[config.mk]
export PLATFORM = sky130hd
export DESIGN_NAME = lab3_cache_mem_bridge
export DESIGN_NICKNAME = d
export VERILOG_FILES = /design/src/rtl/lab3_cache_mem_bridge_pkg.sv /design/src/rtl/lab3_cache_MemBridgeQueue.sv /design/src/rtl/lab3_cache_mem_bridge.sv
export SDC_FILE = /design/constraint.sdc
export NUM_CORES = 1
export LEC_CHECK = 0
export ABC_CLOCK_PERIOD_IN_PS = 13170
export BUFFER_PORTS_ARGS = -buffer_cell sky130_fd_sc_hd__buf_2
export CORE_UTILIZATION = 40
export DETAILED_ROUTE_END_ITERATION = 10
export PLACE_DENSITY = 0.7
export SYNTH_ARGS = -nofsm -noshare
export SYNTH_HDL_FRONTEND = slang
export SYNTH_SLANG_ARGS = --single-unit
[constraint.sdc]
create_clock -name clk -period 13.17 [get_ports clk]
set_clock_uncertainty 0.05 [all_clocks]
set_input_delay 1.317 -clock clk [delete_from_list [all_inputs] [get_ports clk]]
set_output_delay 1.317 -clock clk [all_outputs]
set_load 0.01 [all_outputs]
[src/rtl/lab3_cache_mem_bridge_pkg.sv]
// lab3_cache_mem_bridge_pkg: message field positions, type codes and counter sizing for the memory bridge.
package lab3_cache_mem_bridge_pkg;

    localparam int c_req_w  = 77;
    localparam int c_resp_w = 47;

    // type_ sits in the top three bits of both mem_req_4B_t and mem_resp_4B_t
    localparam int c_resp_type_lsb = 44;

    localparam logic [2:0] c_read  = 3'd0;
    localparam logic [2:0] c_write = 3'd1;

    function automatic int outstand_w(input int max_cnt);
        return $clog2(max_cnt + 1);
    endfunction

endpackage

[src/rtl/lab3_cache_MemBridgeQueue.sv]
// lab3_cache_MemBridgeQueue: val/rdy FIFO with wrap-bit pointers for full/empty detection.
module lab3_cache_MemBridgeQueue #(
    parameter int p_depth = 4,
    parameter int p_width = 77
) (
    input  logic               clk,
    input  logic               reset,
    input  logic               enq_val,
    output logic               enq_rdy,
    input  logic [p_width-1:0] enq_msg,
    output logic               deq_val,
    input  logic               deq_rdy,
    output logic [p_width-1:0] deq_msg
);

    localparam int aw = $clog2(p_depth);

    logic [aw:0]        wr_ptr, rd_ptr;
    logic [p_width-1:0] mem [p_depth];
    logic               push, pop;

    assign enq_rdy = !((wr_ptr[aw] != rd_ptr[aw]) && (wr_ptr[aw-1:0] == rd_ptr[aw-1:0]));
    assign deq_val = wr_ptr != rd_ptr;
    assign deq_msg = mem[rd_ptr[aw-1:0]];
    assign push    = enq_val && enq_rdy;
    assign pop     = deq_val && deq_rdy;

    always_ff @(posedge clk or negedge reset) begin
        if (!reset) begin
            wr_ptr <= '0;
            rd_ptr <= '0;
        end else begin
            if (push) wr_ptr <= wr_ptr + (aw+1)'(1);
            if (pop)  rd_ptr <= rd_ptr + (aw+1)'(1);
        end
    end

    always_ff @(posedge clk) begin
        if (push) mem[wr_ptr[aw-1:0]] <= enq_msg;
    end

endmodule

[src/rtl/lab3_cache_mem_bridge.sv]
// lab3_cache_mem_bridge: buffers cache memory requests, caps in-flight transactions and
// forwards only read data back to the cache, absorbing write-class acks.
module lab3_cache_mem_bridge
    import lab3_cache_mem_bridge_pkg::*;
#(
    parameter int p_req_depth    = 4,
    parameter int p_resp_depth   = 2,
    parameter int p_max_outstand = 16
) (
    input  logic                clk,
    input  logic                reset,
    input  logic                cache_req_val,
    output logic                cache_req_rdy,
    input  logic [c_req_w-1:0]  cache_req_msg,
    output logic                cache_resp_val,
    input  logic                cache_resp_rdy,
    output logic [c_resp_w-1:0] cache_resp_msg,
    output logic                mem_req_val,
    input  logic                mem_req_rdy,
    output logic [c_req_w-1:0]  mem_req_msg,
    input  logic                mem_resp_val,
    output logic                mem_resp_rdy,
    input  logic [c_resp_w-1:0] mem_resp_msg,
    output logic                idle,
    output logic                err
);

    localparam int              ow      = outstand_w(p_max_outstand);
    localparam logic [ow-1:0]   max_cnt = ow'(p_max_outstand);

    logic [ow-1:0] outstand;
    logic          req_head_val, resp_enq_rdy, resp_deq_val;
    logic          is_read, none, issue, resp_acc, retire;

    lab3_cache_MemBridgeQueue #(.p_depth(p_req_depth), .p_width(c_req_w)) req_q (
        .clk     (clk),
        .reset   (reset),
        .enq_val (cache_req_val),
        .enq_rdy (cache_req_rdy),
        .enq_msg (cache_req_msg),
        .deq_val (req_head_val),
        .deq_rdy (issue),
        .deq_msg (mem_req_msg)
    );

    lab3_cache_MemBridgeQueue #(.p_depth(p_resp_depth), .p_width(c_resp_w)) resp_q (
        .clk     (clk),
        .reset   (reset),
        .enq_val (mem_resp_val && is_read && !none),
        .enq_rdy (resp_enq_rdy),
        .enq_msg (mem_resp_msg),
        .deq_val (resp_deq_val),
        .deq_rdy (cache_resp_rdy),
        .deq_msg (cache_resp_msg)
    );

    assign is_read        = mem_resp_msg[c_resp_type_lsb +: 3] == c_read;
    assign none           = outstand == '0;
    // a stray response (nothing outstanding) is always swallowed so memory can never deadlock on it
    assign mem_resp_rdy   = none || !is_read || resp_enq_rdy;
    assign resp_acc       = mem_resp_val && mem_resp_rdy;
    assign retire         = resp_acc && !none;
    assign mem_req_val    = req_head_val && (outstand < max_cnt);
    assign issue          = mem_req_val && mem_req_rdy;
    assign cache_resp_val = resp_deq_val;
    assign idle           = !req_head_val && none && !resp_deq_val;

    always_ff @(posedge clk or negedge reset) begin
        if (!reset) begin
            outstand <= '0;
            err      <= 1'b0;
        end else begin
            outstand <= outstand + ow'(issue) - ow'(retire);
            err      <= err || (resp_acc && none);
        end
    end

endmodule

== Word-level counts from Yosys, hierarchy flattened ==
Memories as Yosys holds them, arrays and structs flattened.
Cells that the tools add are included.
Storage, ports and cells
  output and inout bits: 130
  input port bits: 130
  memories: 2
  memory bits (writable): 402
  logic and storage cells: 51
  register bits: 16
Cells by class
  magnitude comparators: 1
  multiplexer cells: 4
  eq/ne operators: 6
  add/subtract/negate cells: 6
  reduce and logical (&&, ||, !) cells: 26
Memory list
  req_q.mem: depth 4, width 77, rd ports 1, clocked after memory_dff 0, write ports 1, line lab3_cache_MemBridgeQueue.sv:19  | logic [p_width-1:0] mem [p_depth];
  resp_q.mem: depth 2, width 47, rd ports 1, clocked after memory_dff 0, write ports 1, line lab3_cache_MemBridgeQueue.sv:19
Operator list (number)
  1-bit logical AND: 15
  3-bit by 1-bit adder with 3-bit output (second input constant): 2
  1-bit zero test: 6
  5-bit by 1-bit adder with 5-bit output: 1
  5-bit zero test: 1
  5-bit < comparator (second input constant): 1
  5-bit by 1-bit subtractor with 5-bit output: 1
  2-bit by 1-bit adder with 2-bit output (second input constant): 2
  1-bit two-way mux: 4
  3-bit zero test: 1
  1-bit logical OR: 3
  3-bit inequality test: 1
  2-bit equality test: 1
  1-bit inequality test: 2
  2-bit inequality test: 1
  1-bit equality test: 1

== Logic depth before layout (Yosys ltp) ==
Gate-level depths: netlist of the first run.
  depth after elaboration: 7
  depth in mapped cells: 13
  mapped depth without buffers: 12

== Cells and area by module ==
From an unflattened synthesis of the first run, not the netlist that was laid out.
Unflattened totals
  cell total of the unflattened synthesis: 666
  area total of the unflattened synthesis: 15676.3 um^2
By module, submodules not included
  lab3_cache_MemBridgeQueue (req_q): times used 1, sequential area each 9399.0 um^2, cells an instance 450, area an instance 11568.6 um^2
  lab3_cache_MemBridgeQueue (resp_q): times used 1, sequential area each 2922.8 um^2, cells an instance 174, area an instance 3686.0 um^2
  lab3_cache_mem_bridge: times used 1, sequential area each 150.1 um^2, cells an instance 42, area an instance 421.7 um^2

== Worst setup path after synthesis of the first run ==
OpenSTA, ideal clock, no wires.
  kind: input -> register
  start: input cache_req_val
  end: memory req_q.mem[3][0], enable pin
  required time: 12.558 ns
  buffers on the path: 0
  stages: 2
  path slack: 7.263 ns
  setup time: 0.562 ns
  data arrival time: 5.295 ns
  cells stage by stage: nand2_1 -> a31oi_1
On the way
  word-level cells in the longest chain between the ends: 3
Ends and longest elaborated chain
  start: declaration: line lab3_cache_mem_bridge.sv:12  | input logic cache_req_val,
  1-bit logical AND: line lab3_cache_MemBridgeQueue.sv:25  | assign push = enq_val && enq_rdy;
  1-bit two-way mux: line lab3_cache_MemBridgeQueue.sv:39  | if (push) mem[wr_ptr[aw-1:0]] <= enq_msg;
  1-bit two-way mux (not written as such): line lab3_cache_MemBridgeQueue.sv:39
  end: declaration: line lab3_cache_MemBridgeQueue.sv:19
Every way passes these cells.

== Worst setup path after layout of the first run ==
  start: register req_q.rd_ptr[0]
  end: output mem_req_msg[75]
On the way
  word-level cells in the longest chain between the ends: 1
Ends and longest elaborated chain
  start: declaration: line lab3_cache_MemBridgeQueue.sv:18  | logic [aw:0] wr_ptr, rd_ptr;
  start signal: assignment: line lab3_cache_MemBridgeQueue.sv:34  | if (pop) rd_ptr <= rd_ptr + (aw+1)'(1);
  memory 4 x 77 bit
  end: declaration: line lab3_cache_mem_bridge.sv:20  | output logic [c_req_w-1:0] mem_req_msg,
Every way passes these cells.

==> results of run 1 <==
## how the worst max path moves through the flow
stage	from	to	slack [ns]	depth (start not counted)
6_report	req_q.rd_ptr[0]	mem_req_msg[75]	8.58	3
5_1_grt	req_q.rd_ptr[0]	mem_req_val	8.22	4
4_1_cts	req_q.rd_ptr[0]	mem_req_val	8.38	4
3_5_place_dp	req_q.rd_ptr[0]	req_q.mem[0][64]	8.92	5
3_3_place_gp	req_q.rd_ptr[0]	req_q.mem[0][2]	8.93	5
2_1_floorplan	cache_req_val	req_q.mem[3][0]	7.26	2
## power by group through the flow
stage / logic (uW) / registers, uW / clock network [uW]
floorplan: 862 / 1850 / 0
global placement: 1210 / 1930 / 0
detailed placement: 1210 / 1940 / 0
CTS: 1220 / 1920 / 1160
global route: 1300 / 1940 / 1200
finish: 1190 / 1910 / 1120
## registers in the layout (all words and copies together), names as in the netlist
| register | flops |
|---|---|
| req_q.mem | 308 |
| resp_q.rd_ptr | 2 |
| req_q.wr_ptr | 3 |
| resp_q.mem | 94 |
| err | 1 |
| outstand | 5 |
| req_q.rd_ptr | 3 |
| resp_q.wr_ptr | 2 |
## critical path, cell delays in order, from the launching register on
cell and delay (ns):
dfrtp_4 0.93, buf_4 0.85, mux4_2 0.65, buf_2 0.17
## cells in the final DEF, fill, tap and decap left out, types with 2 or more instances in the layout
master | netlist | routed
clkbuf_1 | 5 | 13
xor2_1 | 9 | 9
and2_4 | 0 | 3
inv_6 | 0 | 2
o21bai_1 | 2 | 2
xnor2_4 | 2 | 2
a21oi_1 | 3 | 3
nor3_1 | 2 | 2
nand3_1 | 3 | 3
mux4_2 | 77 | 77
nand2_1 | 2 | 2
a31oi_4 | 1 | 2
buf_4 | 2 | 9
inv_1 | 13 | 12
clkbuf_16 | 0 | 44
xnor2_1 | 8 | 8
edfxtp_1 | 402 | 402
clkinvlp_4 | 0 | 2
nand2b_1 | 2 | 2
diode_2 | 0 | 2
clkinv_1 | 0 | 7
clkinv_2 | 0 | 8
buf_2 | 14 | 259
mux2_2 | 47 | 47
ha_1 | 11 | 11
dfrtp_1 | 16 | 13
dfrtp_4 | 0 | 2
## cell families after synthesis
group,after synthesis
xor+xnor,19
compound gates,15
flops,418
simple gates,16
fa+ha+maj,12
mux,126
buf+inv,38
## metrics by stage
stage	area (um^2)	total power, uW
final	18750	4218
after global routing	18740	4440
after CTS	18740	4296
after detailed placement	17440	3155
after global placement	17440	3135
after floorplan	15550	2709
## synth_stat cells, types with 2 or more instances
library cell	instances
edfxtp_1	402
mux4_2	77
mux2_2	47
dfrtp_1	16
buf_2	14
inv_1	13
ha_1	11
xor2_1	9
xnor2_1	8
clkbuf_1	5
buf_6	4
a21oi_1	3
and2_1	3
nand3_1	3
a31oi_1	2
buf_4	2
nand2_1	2
nand2b_1	2
nor2_1	2
nor3_1	2
o21bai_1	2
xnor2_4	2
## final cells by class
cell class,count,share of cell area
Antenna cell,2,0.0002670
Inverter,13,0.002603
Sequential cell,418,0.6657
Timing Repair Buffer,268,0.07274
Tap cell,511,0.03410
Clock inverter,21,0.008009
Clock buffer,57,0.06133
Multi-Input combinational cell,188,0.1552
## routing by layer
layer	wire [um]	GRT usage
met4	719	0.05983
met3	3427	0.06464
met5	44	0
met2	14100	0.2478
met1	11820	0.1802
==> results.sh, run 1 <==
export IMPL_p_leak_uw=0.006528
export IMPL_combPwrFrac=0.281
export IMPL_synth_adder_area_share=0.01014
export IMPL_slew_viol_final=0
export IMPL_synth_xor_area_frac=0.01312
export IMPL_core_area_um2=37930
export IMPL_initial_core_util=0.4099
export IMPL_place_ws_ns=8.923
export IMPL_worstMarginPinSlew_ns=1.154
export IMPL_swShare=0.3024
export IMPL_utilization=0.4942
export IMPL_htreeDepth=2
export IMPL_fin_ws_ns=8.577
export IMPL_hold_path_class="register to register"
export IMPL_die_h_um=199.2
export IMPL_synth_compound_area_share=0.008931
export IMPL_grt_remaining_overflow=0
export IMPL_num_vias=7302
export IMPL_ir_worst_vdd_mv=0.1332
export IMPL_drcViolationCount=0
export IMPL_fin_tns_setup_ns=0
export IMPL_rsz0062_at_grt="no"
export IMPL_drt_total_wl_mm=30.11
export IMPL_fin_worst_hold_slack_ns=0.4610
export IMPL_pwr_share_seq=0.452
export IMPL_ys_seq_area_frac=0.8021
export IMPL_intPower_uw=2942
export IMPL_cts_tree="yes"
export IMPL_p_sw_uw=1276
export IMPL_slew_headroom=0.2308
export IMPL_ys_seq_elements=418
export IMPL_finalNetCount=1074
export IMPL_synth_largest_area_cell="edfxtp_1"
export IMPL_r2r_cells=5
export IMPL_cts_setup_buffers=0
export IMPL_clkSlewWorstSetupHoldPaths_ns=0.06
export IMPL_globalplace_congestion=0.6922
export IMPL_clkSinkCount=418
export IMPL_grt_pass1_wl_mm=44.66
export IMPL_ctsRootBufferMaster="clkbuf_16"
export IMPL_dieArea_um2=39670
export IMPL_cap_viol_max_count=0
export IMPL_min_path_cells=1
export IMPL_ant_nets=0
export IMPL_antenna_found_initial=7
export IMPL_worst_ep_required_time_ns=11.80
export IMPL_syn_area_um2=15550
export IMPL_synth_top_family_by_area="multiplexers"
export IMPL_crit_path_end_kind="primary output"
export IMPL_dr_pass1_iters=6
export IMPL_crit_fanout=44
export IMPL_start_kind="register"
export IMPL_period_needed_ns=4.593
export IMPL_cellPowerDensity_nw_per_um2=225.0
export IMPL_min_period_over_period=0.3487
export IMPL_max_freq_ghz=0.2177
export IMPL_ff2ff_setup_slack_ns=9.12
export IMPL_synth_edff_count=402
export IMPL_via_per_inst=4.940
export IMPL_synthFlopType="edfxtp_1"
export IMPL_synthTopCellsByArea="edfxtp_1 78%, mux4_2 11%, mux2_2 3.4%"
export IMPL_worstSetupPathType="register to primary output"
export IMPL_synthArstFlopShare=0.03828
export IMPL_synthCells=644
export IMPL_clk_latency_ns=0.56
export IMPL_cts_hold_buf=0
export IMPL_synthToLayoutAreaGrowth_pct=20.57
export IMPL_syn_nets=786
export IMPL_hold_viol=0
export IMPL_final_layout_size_suffix_gt1_frac=0.4839
export IMPL_track_usage=0.1530
export IMPL_setup_violations_final=0
export IMPL_synth_top_area_share=0.7763
export IMPL_finalNonFillerCells=1478
export IMPL_yosysWarnings=0
export IMPL_cts_buffer_depth=3
export IMPL_cts_buffers=43
export IMPL_clockPowerShare=0.267
export IMPL_synthMuxAreaShare=0.1472
export IMPL_syn_avg_cell_area_um2=24.15
export IMPL_io_pins=260
export IMPL_synth_simple_area_share=0.005793
export IMPL_die_x_um=199.2
export IMPL_worst_r2r_startpoint="req_q.rd_ptr[0]"
export IMPL_n_fill_cell=3085
export IMPL_io_buffers=259
export IMPL_grt_pass1_vias=7749
export IMPL_grt_start_max_net_pins=57
export IMPL_place_inst=1398
export IMPL_synthDistinctLibCells=35
export IMPL_rows=71
export IMPL_hold_start="outstand[0]"
export IMPL_post_cts_resized=0
export IMPL_multi_input_area_um2=2910
export IMPL_avgRoutedWirePerCell_um=20.37
export IMPL_arrival_ns=3.23
export IMPL_worstReg2RegEnd="req_q.mem[0][56]"
export IMPL_status="finished, final reports clean"
export IMPL_final_seq_area_um2=12480
export IMPL_hold_path_end="outstand[0]"
export IMPL_first_iter_violations=261
export IMPL_hpwl_mm=18.51
Power figures use the tool's default switching activity.
==> inputs of run 2 (changes only) <==
Settings changed: ABC_CLOCK_PERIOD_IN_PS 13170 to 4000, PLACE_DENSITY 0.7 to 0.72.
Clock period 13.17 ns to 4 ns, I/O delays scaled along.
==> run 2 against run 1 <==
  * Sequential share of layout area down 4.4 points
  * Utilization increased by 3.5 points
  * Register-to-register slack got worse by 7.9 ns
  * Combinational power grew to 3.6 times the previous value
  * Sequential power grew to 3.2 times the previous value
  * Total power rose to 3.4 times the previous value
  * First-iteration DRC count increased by 28%
  * Sequential cell count unchanged
  * Non-clock buffer count is 124 higher
  * Clock power rose to 3.4 times the previous value
  * Worst setup slack lost 7.7 ns
  * Cell count grew 8.5%
==> results.sh, run 2 (synthesized netlist as in run 1, its figures left out) <==
export IMPL_ctsRootBufferMaster="clkbuf_16"
export IMPL_grt_pass1_wl_mm=47.48
export IMPL_rsz0062_at_grt="no"
export IMPL_die_h_um=199.2
export IMPL_cts_setup_buffers=0
export IMPL_max_freq_ghz=0.3186
export IMPL_via_per_inst=4.810
export IMPL_utilization=0.5296
export IMPL_grt_remaining_overflow=0
export IMPL_dieArea_um2=39670
export IMPL_crit_fanout=55
export IMPL_ant_nets=0
export IMPL_clk_latency_ns=0.55
export IMPL_p_leak_uw=0.007085
export IMPL_hpwl_mm=18.00
export IMPL_initial_core_util=0.4099
export IMPL_drcViolationCount=0
export IMPL_hold_path_class="input pin to register"
export IMPL_synthToLayoutAreaGrowth_pct=29.18
export IMPL_clkSlewWorstSetupHoldPaths_ns=0.06
export IMPL_finalNetCount=1197
export IMPL_hold_start="cache_req_msg[32]"
export IMPL_arrival_ns=2.69
export IMPL_slew_headroom=0.4339
export IMPL_worstMarginPinSlew_ns=0.8491
export IMPL_dr_pass1_iters=4
export IMPL_crit_path_end_kind="primary output"
export IMPL_total_power_uw=14160
export IMPL_antenna_found_initial=2
export IMPL_core_area_um2=37930
export IMPL_post_cts_resized=0
export IMPL_start_kind="register"
export IMPL_wl_met3_mm=3.083
export IMPL_avgRoutedWirePerCell_um=19.93
export IMPL_final_layout_size_suffix_gt1_frac=0.4298
export IMPL_io_pins=260
export IMPL_grt_start_max_net_pins=80
export IMPL_met1_length_mm=12.72
export IMPL_fin_tns_setup_ns=0
export IMPL_cellPowerDensity_nw_per_um2=705.0
export IMPL_status="finished, final reports clean"
export IMPL_first_iter_violations=335
export IMPL_clkSinkCount=418
export IMPL_dr_max_layer_used="met4"
export IMPL_setup_violations_final=0
export IMPL_io_buffers=259
export IMPL_rows=71
export IMPL_grt_pass1_vias=8480
export IMPL_wl_met2_mm=15.49
export IMPL_min_period_over_period=0.7846
export IMPL_finalNonFillerCells=1603
export IMPL_worstSetupPathType="register to primary output"
export IMPL_cts_hold_buf=123
export IMPL_hold_viol=0
export IMPL_layout_common_cells="402 x edfxtp_1, 259 x buf_2, 123 x dlygate4sd3_1, 77 x mux4_2, 47 x mux2_2"
export IMPL_ir_worst_vdd_mv=0.5092
export IMPL_cts_tree="yes"
export IMPL_period_needed_ns=3.138
export IMPL_critPathLaunch="req_q.rd_ptr[1]"
export IMPL_largest_register_ffs=308
export IMPL_worst_r2r_startpoint="outstand[3]"
export IMPL_drt_total_wl_mm=31.96
export IMPL_cap_viol_max_count=0
export IMPL_slew_viol_final=0
export IMPL_num_vias=7711
export IMPL_worst_ep_required_time_ns=3.55
export IMPL_ff2ff_setup_slack_ns=1.17
export IMPL_cts_buffers=42
export IMPL_htreeDepth=2
export IMPL_die_x_um=199.2
export IMPL_cts_buffer_depth=3
export IMPL_globalplace_congestion=0.7629
export IMPL_place_inst=1399
export IMPL_track_usage=0.1608
export IMPL_final_common_cell="edfxtp_1"
## run 2: cell count changes in the layout (fill, tap and decap cells not counted)
cell and change:
inv_16 +1, dlygate4sd3_1 +123, buf_4 -4, clkbuf_8 +1, clkinvlp_4 -1, clkinv_8 -1, inv_6 -1, diode_2 +1
bufinv_16 +2, buf_12 +5, clkbuf_16 -1
## run 2: stage by stage
stage	instance area (um^2)	setup WS (ns)	hold slack [ns]
floorplan	15560	0.2983	0.05441
global route	20090	0.7347	0.02498
finish	20090	0.8616	0.03107
detailed placement	17510	1.169	0.2928
global placement	17510	1.231	0.2931
CTS	20080	0.7773	0.001072
## run 2: cell type report
class,instances,area [um^2]
Fill cell,2939,17840
Timing Repair Buffer,392,2665
Clock inverter,21,197.7
Clock buffer,57,1139
Multi-Input combinational cell,188,2910
Inverter,13,48.80
Antenna cell,3,7.507
Tap cell,511,639.4
Sequential cell,418,12480
## run 2: layer usage
layer	GRT usage	up-vias
li1	-	3510
met1	0.1906	3872
met2	0.2691	281
met3	0.06110	48
met4	0.05299	0
met5	0	-
## run 2: report_power, final
part	internal (uW)	switching, uW	total (uW)	leakage (uW)
clock	2200	1590	3800	0.000654
combinational	1960	2330	4290	0.00258
sequential	5760	316	6070	0.00385
## run 2: path summary, 6_finish.rpt
check / cells after the start / end
setup / recovery: 3 / mem_req_msg[1]
hold / removal: 1 / req_q.mem[0][32]
setup reg to reg: 12 / outstand[4]
hold reg to reg: 1 / err
max in group asynchronous: 2 / req_q.rd_ptr[0]
min in group asynchronous: 2 / req_q.rd_ptr[1]
## run 2: worst max-delay path, stage by stage (launching register included)
cell	delay, ns
dfrtp_4	0.73
buf_4	0.76
mux4_2	0.44
buf_2	0.17
